`config.mk`:
```
export PLATFORM = sky130hd
export DESIGN_NAME = shift_accum_reader
export DESIGN_NICKNAME = d
export VERILOG_FILES = /design/src/rtl/shift_accum_pkg.sv /design/src/rtl/sync_fifo.sv /design/src/rtl/shift_accum_reader.sv
export SDC_FILE = /design/constraint.sdc
export NUM_CORES = 1
export LEC_CHECK = 0
export BUFFER_PORTS_ARGS = -buffer_cell sky130_fd_sc_hd__buf_4
export CAP_MARGIN = 40
export CORE_ASPECT_RATIO = 1.5
export CORE_MARGIN = 2
export CORE_UTILIZATION = 40
export CTS_BUF_LIST = sky130_fd_sc_hd__clkbuf_16
export DETAILED_ROUTE_END_ITERATION = 7
export HOLD_SLACK_MARGIN = 0.03
export MAX_ROUTING_LAYER = met4
export PLACE_DENSITY = 0.6
export SLEW_MARGIN = 10
export SYNTH_ARGS = -nofsm -noshare
export SYNTH_HDL_FRONTEND = slang
export SYNTH_HIERARCHICAL = 1
export SYNTH_SLANG_ARGS = --single-unit
```
`constraint.sdc`:
```
create_clock -name clk_in -period 15.5 [get_ports clk_in]
set_input_delay 2.325 -clock clk_in [delete_from_list [all_inputs] [get_ports clk_in]]
set_output_delay 2.325 -clock clk_in [all_outputs]
set_load 0.02 [all_outputs]
```
`src/rtl/shift_accum_pkg.sv`:
```
// shift_accum_pkg: request types shared with the accumulator and reader FSM states
package shift_accum_pkg;
    typedef enum logic {READ = 1'b0, WRITE = 1'b1} accum_request_t;
    typedef enum logic [1:0] {IDLE, ISSUE, DRAIN, DONE} reader_state_t;
endpackage

```
`src/rtl/sync_fifo.sv`:
```
// sync_fifo: single-clock FIFO with a combinational head; push and pop may coincide when full
module sync_fifo #(
    parameter int WIDTH = 8,
    parameter int DEPTH = 4
) (
    input  logic                         clk,
    input  logic                         rst,
    input  logic                         push,
    input  logic [WIDTH-1:0]             push_data,
    input  logic                         pop,
    output logic [WIDTH-1:0]             pop_data,
    output logic                         empty,
    output logic                         full,
    output logic [$clog2(DEPTH+1)-1:0]   count
);
    localparam int PW = (DEPTH > 1) ? $clog2(DEPTH) : 1;
    localparam int CW = $clog2(DEPTH + 1);
    logic [WIDTH-1:0] mem [DEPTH];
    logic [PW-1:0] wr_ptr, rd_ptr;
    logic wr, rd;
    assign empty = count == '0;
    assign full = count == CW'(DEPTH);
    assign rd = pop && !empty;
    assign wr = push && (!full || rd);
    assign pop_data = mem[rd_ptr];
    always_ff @(posedge clk) begin
        if (rst) begin
            wr_ptr <= '0;
            rd_ptr <= '0;
            count <= '0;
        end else begin
            if (wr) begin
                mem[wr_ptr] <= push_data;
                wr_ptr <= (wr_ptr == PW'(DEPTH - 1)) ? '0 : wr_ptr + 1'b1;
            end
            if (rd) rd_ptr <= (rd_ptr == PW'(DEPTH - 1)) ? '0 : rd_ptr + 1'b1;
            count <= count + CW'(wr) - CW'(rd);
        end
    end
endmodule

```
`src/rtl/shift_accum_reader.sv`:
```
// shift_accum_reader: sweeps an address window of the accumulator and streams the read words
module shift_accum_reader
    import shift_accum_pkg::*;
#(
    parameter int WIDTH      = 32,
    parameter int DEPTH      = 1024,
    parameter int LATENCY    = 2,
    parameter int FIFO_DEPTH = 4
) (
    input  logic                       clk_in,
    input  logic                       rst_in,
    input  logic                       start_in,
    input  logic [$clog2(DEPTH)-1:0]   base_addr_in,
    input  logic [$clog2(DEPTH):0]     count_in,
    output logic                       busy_out,
    output logic                       done_out,
    output logic [$clog2(DEPTH)-1:0]   req_addr_out,
    output logic                       req_summand_out,
    output accum_request_t             req_type_out,
    output logic                       req_valid_out,
    input  logic [WIDTH-1:0]           rsp_data_in,
    input  logic [$clog2(DEPTH)-1:0]   rsp_addr_in,
    input  accum_request_t             rsp_type_in,
    input  logic                       rsp_valid_in,
    output logic [WIDTH-1:0]           data_out,
    output logic [$clog2(DEPTH)-1:0]   addr_out,
    output logic                       last_out,
    output logic                       valid_out,
    input  logic                       ready_in
);
    localparam int AW = $clog2(DEPTH);
    localparam int CW = AW + 1;
    localparam int FW = WIDTH + AW + 1;
    localparam int OW = $clog2(FIFO_DEPTH + 1);
    localparam logic [OW:0] CREDITS = (OW + 1)'(FIFO_DEPTH);

    if (FIFO_DEPTH < LATENCY + 1) begin : g_depth_check
        $error("FIFO_DEPTH must be at least LATENCY+1");
    end

    reader_state_t state, state_nxt;
    logic [CW-1:0] count_q, issued, pushed;
    logic [AW-1:0] addr_q;
    logic [OW-1:0] outstanding, fifo_count;
    logic [FW-1:0] head;
    logic issue, accept, pop, fifo_empty, fifo_full;

    assign req_summand_out = 1'b0;
    assign req_type_out = READ;
    assign valid_out = !fifo_empty;
    assign pop = valid_out && ready_in;
    assign {data_out, addr_out, last_out} = valid_out ? head : '0;
    // Responses in flight plus buffered words may never exceed the buffer size
    assign issue = (state == ISSUE) && (({1'b0, outstanding} + {1'b0, fifo_count}) < CREDITS);
    assign accept = rsp_valid_in && (rsp_type_in == READ) && (outstanding != '0);

    always_comb begin
        state_nxt = state;
        busy_out = (state == ISSUE) || (state == DRAIN);
        done_out = state == DONE;
        unique case (state)
            IDLE:  if (start_in) state_nxt = (count_in == '0) ? DONE : ISSUE;
            ISSUE: if (issue && issued == count_q - 1'b1) state_nxt = DRAIN;
            DRAIN: if (pop && head[0]) state_nxt = DONE;
            DONE:  state_nxt = IDLE;
        endcase
    end

    always_ff @(posedge clk_in) begin
        if (rst_in) begin
            state <= IDLE;
            count_q <= '0;
            issued <= '0;
            pushed <= '0;
            addr_q <= '0;
            outstanding <= '0;
            req_valid_out <= 1'b0;
            req_addr_out <= '0;
        end else begin
            state <= state_nxt;
            req_valid_out <= issue;
            if (issue) req_addr_out <= addr_q;
            outstanding <= outstanding + OW'(issue) - OW'(accept);
            if (state == IDLE && start_in) begin
                count_q <= count_in;
                addr_q <= base_addr_in;
                issued <= '0;
                pushed <= '0;
            end else begin
                if (issue) begin
                    issued <= issued + 1'b1;
                    addr_q <= (addr_q == AW'(DEPTH - 1)) ? '0 : addr_q + 1'b1;
                end
                if (accept) pushed <= pushed + 1'b1;
            end
        end
    end

    always_ff @(posedge clk_in) begin
        if (!rst_in) assert (!(accept && fifo_full)) else $error("output buffer overflow");
    end

    sync_fifo #(.WIDTH(FW), .DEPTH(FIFO_DEPTH)) u_fifo (
        .clk(clk_in),
        .rst(rst_in),
        .push(accept),
        .push_data({rsp_data_in, rsp_addr_in, pushed == count_q - 1'b1}),
        .pop(pop),
        .pop_data(head),
        .empty(fifo_empty),
        .full(fifo_full),
        .count(fifo_count)
    );
endmodule

```
==> flow_summary.ini <==
[status]
status = completed

[worst_hold_path]
hold_path.class = flop to flop
hold_depth = 2

[clock_tree]
cts.clk_slew.worst_paths_ns = 0.06
cts.sinks = 240
cts_hold_buf = 0
clkLatencyLatePin_ns = 0.53
cts_resized = 0
cts_setup_buffers = 0
h-tree-depth = 1
cts_root_buffer = clkbuf_16
clockBufferDepth = 3
cts_buffers = 24
cts_tree = built

[pwr]
switching_share_pct = 31.6
p_sw_w = 0.000564
power_leakage_nw = 4.30
pwr-share-clk_pct = 28.6
cellPowerDensity_mw_per_mm2 = 146
p_comb_share_pct = 28.9
pwr-share-seq_pct = 42.5
vdd_drop_max_uv = 90.0
internal_power_w = 0.00122

[global_route]
use_met3_pct = 2.66
grt_max_degree = 53
grt_pass1_vias = 6255
antenna_found_initial = 0
grt_pass1_wl_mm = 33.0
grt.met1_usage_pct = 18.3
grt.busiest_layer = met2
grt_util_all_layers_pct = 15.8
overflow = 0
use_met2_pct = 28.0

[floorplanning]
initial_core_util_pct = 40.8
chipWidth_um = 135
coreArea_mm2 = 0.0251
rows = 71
ioPinCount = 128
fp.dieArea_mm2 = 0.0270
die_h_um = 200

[synthesis]
syn_inst = 731
ys_warn_count = 6
avgSynthCellArea_um2 = 14.0
synth_area_mm2 = 0.0103

[final_layout]
fin_area_mm2 = 0.0122
diodes = 0
area_growth_pct = 19.2
drive_above_1_share_pct = 25.7
nets = 943

[flow_run]
drv_cap = 0

[setup_path]
slowest_delay_ns = 0.65
reg2reg_depth = 12
cp_num_buf_inv = 2
worst-r2r-setup-slack_ns = 12.34
crit_arrival_ns = 2.58
cp_max_fo = 38
cp-start-kind = flop
slowest_stage = buf_4
path_depth = 4
crit_path_frequent_cell = buf_4
critPathCaptureType = output port
cp.required_ns = 13.18
crit_type = flop to output port
path_cells = buf_4, mux4_2, nor2b_1, buf_4
crit_family = buffers and inverters

[placement]
gp_congestion = 0.790
place_hpwl_mm = 13.1
portBuffers = 125
placed_area_mm2 = 0.0115

[sta]
finalSetupViolations = 0
rsz0062_at_grt = no
tightest_slew_ns = 0.768
hold_violations = 0
finalCritPeriodShare_pct = 31.6
fmax_mhz = 204
fin_crit_ns = 4.90
fin_setup_tns_ns = 0
timing.slew.headroom_pct = 48.8
maxSlewViolCount = 0
fin_skew_ns = 0.0205

[drt]
drt_iter0_drc = 321
post_drt_wl_per_cell_um = 17.0
antenna_left = 0
routed_wl_mm = 20.3
post_drt_via_cell_ratio = 5.09
drc_errors = 0
first_pass_iters = 4
dr_total_vias = 6105
metrics by stage:
| step | setup slack [ns] | utilization (%) | total power (W) | cells | hold slack (ns) |
|---|---|---|---|---|---|
| 2_1_floorplan | 8.37 | - | 0.00111 | 732 | 0.449 |
| 3_3_place_gp | 11.06 | 45.8 | 0.00129 | 1154 | 0.446 |
| 3_5_place_dp | 11.05 | 45.9 | 0.00129 | 1155 | 0.449 |
| 4_1_cts | 10.49 | 48.6 | 0.00181 | 1199 | 0.458 |
| 5_1_grt | 10.38 | 48.6 | 0.00188 | 1199 | 0.468 |
| 6_report | 10.60 | 48.6 | 0.00178 | 1199 | 0.457 |
layout make-up:
class,count,area (um^2)
Inverter,21,78.8
Tap cell,328,410
Multi-Input combinational cell,431,3490
Fill cell,2255,12900
Clock inverter,20,91.3
Sequential cell,240,6530
Clock buffer,24,601
Timing Repair Buffer,135,1020
power groups by stage:
stage	Combinational, W	Sequential, W	Clock [W]
2_1_floorplan	0.000339	0.000766	0
3_3_place_gp	0.000520	0.000772	0
3_5_place_dp	0.000522	0.000772	0
4_1_cts	0.000523	0.000759	0.000528
5_1_grt	0.000567	0.000764	0.000553
6_report	0.000514	0.000759	0.000510
final timing paths:
path,from,to
min reg2reg,req_addr_out[1],req_addr_out[1]
max,flop,addr_out[7]
min,req_addr_out[1],req_addr_out[1]
max reg2reg,u_fifo/count[2],outstanding[2]
cell usage in the layout, fill, tap and decap left out, types with 9 or more instances in the layout:
cell and count:
a21oi_1 40, buf_4 134, clkbuf_16 24, dfxtp_1 66, edfxtp_1 172, ha_1 19
inv_1 33, mux4_2 43, nand2_1 66, nand4_1 9, nor2_1 39, nor2b_1 51
o21ai_0 15, xnor2_1 27, xor2_1 18
metal layers:
layer / share of wire, % / routed length (um) / vias up
li1: - / - / 2919
met1: 40 / 8130 / 2999
met2: 53 / 10800 / 162
met3: 5.5 / 1110 / 25
met4: 1.7 / 341 / 0
met5: 0 / 0 / -
state kept, by name, indices dropped and copies added (netlist names), named ones only:
signal,count
issued,11
count_q,11
outstanding,3
state,2
u_fifo/rd_ptr,2
u_fifo/wr_ptr,2
pushed,11
req_addr_out,10
addr_q,10
u_fifo/count,3
u_fifo/mem,172
req_valid_out,1
worst min-delay path, stage by stage (launching register included):
cell     delay, ns
dfxtp_1       0.31
nand2_1       0.05
a21oi_1       0.05
Power figures use the tool's default switching activity.
